==> src/rtl/imem_pkg.sv <==
// Shared types and constants for the run-time loadable instruction memory.
package imem_pkg;

  typedef enum logic [1:0] {
    CLEAR,
    LOAD,
    RUN
  } state_t;

  localparam logic [31:0] NOP_WORD       = 32'h0000_0013;
  localparam int          FAULT_W        = 2;
  localparam int          FAULT_MISALIGN = 0;
  localparam int          FAULT_OOR      = 1;

endpackage

==> src/rtl/imem_loadable_if.sv <==
// Load port plus fetch request/response channels of the instruction memory.
interface imem_loadable_if
  import imem_pkg::*;
#(
  parameter int XLEN  = 32,
  parameter int DEPTH = 64,
  parameter int AW    = 32
);

  logic                   ld_valid;
  logic                   ld_ready;
  logic [$clog2(DEPTH):0] ld_addr;
  logic [XLEN-1:0]        ld_data;
  logic                   ld_last;
  logic                   ld_err;

  logic                   f_valid;
  logic                   f_ready;
  logic [AW-1:0]          f_addr;

  logic                   r_valid;
  logic                   r_ready;
  logic [XLEN-1:0]        r_instr;
  logic [FAULT_W-1:0]     r_fault;

  modport master (
    output ld_valid, ld_addr, ld_data, ld_last, f_valid, f_addr, r_ready,
    input  ld_ready, ld_err, f_ready, r_valid, r_instr, r_fault
  );

  modport slave (
    input  ld_valid, ld_addr, ld_data, ld_last, f_valid, f_addr, r_ready,
    output ld_ready, ld_err, f_ready, r_valid, r_instr, r_fault
  );

endinterface

==> src/rtl/imem_ram.sv <==
// Single write port, single registered read port RAM; shaped to map onto block RAM.
module imem_ram #(
  parameter  int XLEN  = 32,
  parameter  int DEPTH = 64,
  localparam int IW    = $clog2(DEPTH)
) (
  input  logic            clk,
  input  logic            we,
  input  logic [IW-1:0]   waddr,
  input  logic [XLEN-1:0] wdata,
  input  logic            re,
  input  logic [IW-1:0]   raddr,
  output logic [XLEN-1:0] rdata
);

  logic [XLEN-1:0] mem [DEPTH];

  always_ff @(posedge clk) begin
    if (we) mem[waddr] <= wdata;
  end

  // Read data only advances on an accepted fetch so a stalled response stays put.
  always_ff @(posedge clk) begin
    if (re) rdata <= mem[raddr];
  end

endmodule

==> src/rtl/imem_loadable.sv <==
// Instruction memory filled at run time: CLEAR wipes to NOP, LOAD accepts words,
// RUN serves fetches with one cycle of latency and reports misaligned/out-of-range faults.
module imem_loadable
  import imem_pkg::*;
#(
  parameter int              XLEN     = 32,
  parameter int              DEPTH    = 64,
  parameter int              AW       = 32,
  parameter logic [XLEN-1:0] NOP_WORD = XLEN'(imem_pkg::NOP_WORD)
) (
  input  logic           clk,
  input  logic           reset,
  input  logic           load_req,
  output logic           busy,
  output logic           running,
  imem_loadable_if.slave bus
);

  localparam int IW = $clog2(DEPTH);
  localparam int LW = IW + 1;

  state_t               state;
  logic [IW-1:0]        cnt;
  logic                 ld_ready_q;
  logic                 ld_err_q;
  logic                 r_valid_q;
  logic [FAULT_W-1:0]   r_fault_q;
  logic [XLEN-1:0]      ram_rdata;

  logic                 ld_fire;
  logic                 ld_in_range;
  logic                 drain_ok;
  logic                 f_fire;
  logic                 misaligned;
  logic                 oor;
  logic                 ram_we;
  logic [IW-1:0]        ram_waddr;
  logic [XLEN-1:0]      ram_wdata;

  assign ld_fire     = bus.ld_valid && ld_ready_q;
  assign ld_in_range = bus.ld_addr < LW'(DEPTH);
  assign drain_ok    = !r_valid_q || bus.r_ready;
  assign bus.f_ready = running && !load_req && drain_ok;
  assign f_fire      = bus.f_valid && bus.f_ready;
  assign misaligned  = |bus.f_addr[1:0];
  // Widened compare so huge addresses never wrap back into the array.
  assign oor         = 64'(bus.f_addr >> 2) >= 64'(DEPTH);

  assign bus.ld_ready = ld_ready_q;
  assign bus.ld_err   = ld_err_q;
  assign bus.r_valid  = r_valid_q;
  assign bus.r_fault  = r_fault_q;
  assign bus.r_instr  = (|r_fault_q) ? NOP_WORD : ram_rdata;

  // Clear sweep and load handshakes share the one RAM write port.
  always_comb begin
    ram_we    = 1'b0;
    ram_waddr = cnt;
    ram_wdata = NOP_WORD;
    if (!reset) begin
      if (state == CLEAR) begin
        ram_we = 1'b1;
      end else if (state == LOAD && ld_fire && ld_in_range) begin
        ram_we    = 1'b1;
        ram_waddr = bus.ld_addr[IW-1:0];
        ram_wdata = bus.ld_data;
      end
    end
  end

  imem_ram #(
    .XLEN  (XLEN),
    .DEPTH (DEPTH)
  ) u_ram (
    .clk   (clk),
    .we    (ram_we),
    .waddr (ram_waddr),
    .wdata (ram_wdata),
    .re    (f_fire),
    .raddr (bus.f_addr[IW+1:2]),
    .rdata (ram_rdata)
  );

  always_ff @(posedge clk) begin
    if (reset) begin
      state      <= CLEAR;
      cnt        <= '0;
      busy       <= 1'b1;
      running    <= 1'b0;
      ld_ready_q <= 1'b0;
      ld_err_q   <= 1'b0;
      r_valid_q  <= 1'b0;
      r_fault_q  <= '0;
    end else begin
      case (state)
        CLEAR: begin
          cnt <= cnt + 1'b1;
          if (cnt == IW'(DEPTH - 1)) begin
            state      <= LOAD;
            busy       <= 1'b0;
            ld_ready_q <= 1'b1;
            ld_err_q   <= 1'b0;
          end
        end
        LOAD: begin
          if (ld_fire) begin
            if (!ld_in_range) ld_err_q <= 1'b1;
            if (bus.ld_last) begin
              state      <= RUN;
              ld_ready_q <= 1'b0;
              running    <= 1'b1;
            end
          end
        end
        RUN: begin
          if (f_fire) begin
            r_valid_q                 <= 1'b1;
            r_fault_q[FAULT_MISALIGN] <= misaligned;
            r_fault_q[FAULT_OOR]      <= oor;
          end else if (bus.r_ready) begin
            r_valid_q <= 1'b0;
          end
          // Leave RUN only once the output register is empty or being emptied.
          if (load_req && drain_ok) begin
            state      <= LOAD;
            running    <= 1'b0;
            ld_ready_q <= 1'b1;
            ld_err_q   <= 1'b0;
            r_valid_q  <= 1'b0;
          end
        end
        default: state <= CLEAR;
      endcase
    end
  end

endmodule

==> src/flat_wrapper.sv <==
// flat-port wrapper written by rule: the top's interface ports become plain ports
module imem_loadable_flat import imem_pkg::*;
#(
  parameter int              XLEN     = 32,
  parameter int              DEPTH    = 64,
  parameter int              AW       = 32,
  parameter logic [XLEN-1:0] NOP_WORD = XLEN'(imem_pkg::NOP_WORD)
)
  (clk, reset, load_req, busy, running, bus_ld_valid, bus_ld_addr, bus_ld_data, bus_ld_last, bus_f_valid, bus_f_addr, bus_r_ready, bus_ld_ready, bus_ld_err, bus_f_ready, bus_r_valid, bus_r_instr, bus_r_fault);
  imem_loadable_if #(.XLEN(XLEN), .DEPTH(DEPTH), .AW(AW)) bus_i ();
  input  logic clk;
  input  logic reset;
  input  logic load_req;
  output logic busy;
  output logic running;
  input wire logic [$bits(bus_i.ld_valid)-1:0] bus_ld_valid;
  input wire logic [$bits(bus_i.ld_addr)-1:0] bus_ld_addr;
  input wire logic [$bits(bus_i.ld_data)-1:0] bus_ld_data;
  input wire logic [$bits(bus_i.ld_last)-1:0] bus_ld_last;
  input wire logic [$bits(bus_i.f_valid)-1:0] bus_f_valid;
  input wire logic [$bits(bus_i.f_addr)-1:0] bus_f_addr;
  input wire logic [$bits(bus_i.r_ready)-1:0] bus_r_ready;
  output wire logic [$bits(bus_i.ld_ready)-1:0] bus_ld_ready;
  output wire logic [$bits(bus_i.ld_err)-1:0] bus_ld_err;
  output wire logic [$bits(bus_i.f_ready)-1:0] bus_f_ready;
  output wire logic [$bits(bus_i.r_valid)-1:0] bus_r_valid;
  output wire logic [$bits(bus_i.r_instr)-1:0] bus_r_instr;
  output wire logic [$bits(bus_i.r_fault)-1:0] bus_r_fault;
  assign bus_i.ld_valid = bus_ld_valid;
  assign bus_i.ld_addr = bus_ld_addr;
  assign bus_i.ld_data = bus_ld_data;
  assign bus_i.ld_last = bus_ld_last;
  assign bus_i.f_valid = bus_f_valid;
  assign bus_i.f_addr = bus_f_addr;
  assign bus_i.r_ready = bus_r_ready;
  assign bus_ld_ready = bus_i.ld_ready;
  assign bus_ld_err = bus_i.ld_err;
  assign bus_f_ready = bus_i.f_ready;
  assign bus_r_valid = bus_i.r_valid;
  assign bus_r_instr = bus_i.r_instr;
  assign bus_r_fault = bus_i.r_fault;
  imem_loadable #(.XLEN(XLEN), .DEPTH(DEPTH), .AW(AW), .NOP_WORD(NOP_WORD)) u_core (.clk(clk), .reset(reset), .load_req(load_req), .busy(busy), .running(running), .bus(bus_i));
endmodule
==> config.mk <==
export PLATFORM = sky130hd
export DESIGN_NAME = imem_loadable_flat
export DESIGN_NICKNAME = d
export VERILOG_FILES = /design/src/rtl/imem_pkg.sv /design/src/rtl/imem_loadable_if.sv /design/src/rtl/imem_ram.sv /design/src/rtl/imem_loadable.sv /design/src/flat_wrapper.sv
export SDC_FILE = /design/constraint.sdc
export NUM_CORES = 2
export LEC_CHECK = 0
export BUFFER_PORTS_ARGS = -buffer_cell sky130_fd_sc_hd__buf_4
export CAP_MARGIN = 20
export CORE_ASPECT_RATIO = 0.9
export CORE_MARGIN = 2
export CORE_UTILIZATION = 55
export DETAILED_ROUTE_END_ITERATION = 6
export PLACE_DENSITY = 0.76
export REMOVE_ABC_BUFFERS = 1
export SETUP_SLACK_MARGIN = 0.5
export SLEW_MARGIN = 20
export SYNTH_ARGS = -nofsm -noshare
export SYNTH_HDL_FRONTEND = slang
export SYNTH_SLANG_ARGS = --single-unit
==> constraint.sdc <==
create_clock -name clk -period 6.9 [get_ports clk]
set_clock_uncertainty 0.15 [all_clocks]
set_input_delay 1.38 -clock clk [delete_from_list [all_inputs] [get_ports clk]]
set_output_delay 1.38 -clock clk [all_outputs]
set_load 0.005 [all_outputs]
==> impl_metrics.env <==
export IMPL_antenna_left=0
export IMPL_syn_to_final_growth_pct=12.9
export IMPL_drt_pass1_iterations=5
export IMPL_clock_path_buffers=3
export IMPL_drv_slew=0
export IMPL_fin_cells=5920
export IMPL_muxShareOfSynthArea_pct=17.7
export IMPL_track_usage_pct=26.5
export IMPL_yosys_area_top_type_share_pct=77.3
export IMPL_ff2ff_setup_slack_ps=2130
export IMPL_chipWidth_um=408
export IMPL_cts_setup_buffers=0
export IMPL_globalplace_congestion=0.895
export IMPL_worstPathArrival_ps=5170
export IMPL_wirelength_mm=198
export IMPL_path_delay_family="simple AND/OR/NAND/NOR gates"
export IMPL_antenna_found_initial=3
export IMPL_relSlewSlack_pct=6.49
export IMPL_synth_area_um2=80800
export IMPL_insertion_delay_ps=840
export IMPL_setup_slack_ps=2120
export IMPL_drt_iter0_markers=5967
export IMPL_fp_dieH_um=368
export IMPL_p_leak_nw=29.2
export IMPL_dp_cells=5557
export IMPL_cts_made_buffers=198
export IMPL_fin_util_pct=62.5
export IMPL_synth_compound_area_share_pct=1.35
export IMPL_setup_viol=0
export IMPL_crit_required_ps=7280
export IMPL_vdd_drop_max_uv=253
export IMPL_initial_utilization_pct=55.4
export IMPL_die_area_um2=150000
export IMPL_final_layout_size_suffix_gt1_share_pct=30.3
export IMPL_worstPathCellList="buf_4 > nor2_2 > nand2_1 > mux2i_1 > buf_4 > or3_1 > nor2_4 > buf_4"
export IMPL_cts_tree="done"
export IMPL_yosys_area_share_adder_pct=0.0155
export IMPL_cp_end_kind="flip-flop"
export IMPL_worst_slew_pin_slew_ps=1400
export IMPL_run_status="completed"
export IMPL_cp_start_kind="input pin"
export IMPL_synthArstFlopShare_pct=0
export IMPL_synthFlopType="edfxtp_1"
export IMPL_cts_htree_levels=4
export IMPL_crit_top_cell="buf_4"
export IMPL_post_route_period_util_pct=69.3
export IMPL_vias=39400
export IMPL_avgSynthCellArea_um2=22.9
export IMPL_yosys_area_share_simple_pct=1.91
export IMPL_grt_overflow_total=0
export IMPL_synthXorXnorAreaFrac_pct=0.0434
export IMPL_path_clk_slew_ps=60
export IMPL_cp_slowest_cell="nor2_4"
export IMPL_finalHoldViolations=0
export IMPL_stdcell_area_um2=91300
export IMPL_ys_ff_latch=2095
export IMPL_synth_cells=3536
export IMPL_yosysTopAreaCell="edfxtp_1"
export IMPL_synth_edf_count=2080
export IMPL_seq_area_frac_synth_pct=77.7
export IMPL_rows=133
export IMPL_path_buf_inv=3
export IMPL_max_freq_mhz=209
export IMPL_yosysWarnings=0
export IMPL_fin_nets=3881
export IMPL_maxCapViolCount=0
export IMPL_wl_per_cell_um=33.5
export IMPL_grt_max_degree=101
export IMPL_grt_pass1_vias=38700
export IMPL_holdBufCountCts=0
export IMPL_power_per_cell_area_nw_per_um2=275
export IMPL_dpl_cell_area_um2=85000
export IMPL_cp_max_fo=34
export IMPL_drcViolationCount=0
export IMPL_synth_top_family_by_area="multiplexers"
export IMPL_cts_root_buf="clkbuf_16"
export IMPL_grt_pass1_wl_mm=282
export IMPL_hpwl_mm=110
export IMPL_preCtsSetupSlack_ps=1440
export IMPL_hp_class="flip-flop to flip-flop"
export IMPL_fin_setup_tns_ps=0
export IMPL_max_stage_delay_ps=870
export IMPL_cts_resized=0
export IMPL_portBuffers=117
export IMPL_ys_top_cells_by_area="edfxtp_1, mux4_2, mux2i_1, mux2_2, clkbuf_1"
export IMPL_setup_worst_path_class="input pin to flip-flop"
export IMPL_rsz0062_at_grt="false"
export IMPL_min_period_ps=4780
export IMPL_core_area_um2=146000
export IMPL_synth_distinct_cells=50
export IMPL_ioPinCount=118
export IMPL_cts_sinks=2095
export IMPL_routed_via_density=6.65
worst min-delay path, delay by kind of cell, from the launching register on:
kind            cells  cell delay (ps)
compound gates      1               70
flops               1              330
simple gates        1               50
final cells by class:
class                           instances  area (um^2)
Sequential cell                      2095        62800
Antenna cell                            4         10.0
Inverter                                7         26.3
Clock inverter                        103          947
Tap cell                             1957         2450
Clock buffer                          254         5250
Fill cell                            9273        54700
Timing Repair Buffer                  272         2290
Multi-Input combinational cell       1228        17500
routing by layer:
layer	GRT usage (%)	part of all wire, %	vias to the layer above
li1	-	-	15600
met1	38.1	38	20800
met2	39.9	46	2655
met3	7.30	12	311
met4	9.00	3.5	2
met5	0.0319	0.024	-
path summary, 6_finish.rpt:
path / start / endpoint / depth (start not counted)
worst min-delay path: u_core.busy / u_core.busy / 2
worst max-delay path: reset / u_core.u_ram.mem[49][4] / 8
worst max register to register: u_core.state[0] / u_core.u_ram.mem[49][4] / 7
worst min register to register: u_core.busy / u_core.busy / 2
cell usage in the layout, fill, tap and decap left out, types with 7 or more instances in the layout:
master	n
mux2i_1	224
nor2b_1	11
nand2b_1	9
a211oi_1	9
nor2_1	50
nor4_2	18
clkbuf_16	202
mux4_2	518
o221ai_1	27
mux2_2	38
o22ai_1	22
nor3_1	27
nand2_1	29
buf_12	16
clkbuf_1	52
inv_6	7
dfxtp_1	15
clkinv_2	29
and2_1	31
a221oi_1	26
clkinv_1	44
nor2_4	35
nor3_2	13
edfxtp_1	2080
and3_2	29
a21oi_1	12
o21ai_0	12
a2111oi_0	12
buf_4	251
bufinv_16	16
report_power, final:
part / internal, mW / switching [mW] / total, mW
Combinational: 0.297 / 0.463 / 0.760
Clock: 5.96 / 4.59 / 10.5
Sequential: 13.8 / 0.0108 / 13.8
Total: 20.1 / 5.06 / 25.1
metrics by stage:
stage               power (mW)  hold WS (ps)
detailed placement        14.8           334
global placement          14.8           324
global route              25.7           352
floorplan                 14.4           299
finish                    25.1           352
CTS                       25.2           342
state kept, by name, indices dropped and copies added, names as in the netlist:
name and count:
u_core.bus.r_valid 1, u_core.u_ram.mem 2048, u_core.cnt 6, u_core.running 1
u_core.bus.ld_err 1, u_core.bus.ld_ready 1, u_core.state 2, u_core.bus.r_fault 2
u_core.busy 1, u_core.u_ram.rdata 32
cell usage after synthesis (3+ instances only):
| library cell | n |
|---|---|
| a2111oi_0 | 12 |
| a211oi_1 | 9 |
| a21oi_1 | 12 |
| a221oi_1 | 26 |
| a311oi_1 | 3 |
| a31oi_1 | 7 |
| and2_1 | 32 |
| and3_1 | 30 |
| and4b_1 | 3 |
| buf_1 | 13 |
| buf_2 | 60 |
| buf_4 | 38 |
| clkbuf_1 | 93 |
| dfxtp_1 | 15 |
| edfxtp_1 | 2080 |
| inv_1 | 6 |
| mux2_2 | 38 |
| mux2i_1 | 224 |
| mux4_2 | 518 |
| nand2_1 | 29 |
| nand2b_1 | 9 |
| nand3_1 | 6 |
| nand4_1 | 3 |
| nor2_1 | 86 |
| nor2b_1 | 12 |
| nor3_1 | 40 |
| nor3b_1 | 5 |
| nor4_1 | 24 |
| o211ai_1 | 5 |
| o21ai_0 | 12 |
| o221ai_1 | 27 |
| o22ai_1 | 22 |
| or2_2 | 5 |
| or3_1 | 9 |
| xor2_1 | 3 |
kinds of logic (layout without fill, tap and decap cells):
kind of cell | count (synthesis) | after routing
other | 0 | 4
buffers and inverters | 213 | 636
DFF | 2095 | 2095
adders and majority gates | 1 | 1
AOI/OAI and AO/OA | 145 | 145
muxes | 780 | 780
xor gates and xnor gates | 4 | 4
and+or+nand+nor | 298 | 298
No activity file was read; power rests on OpenSTA's default activity.
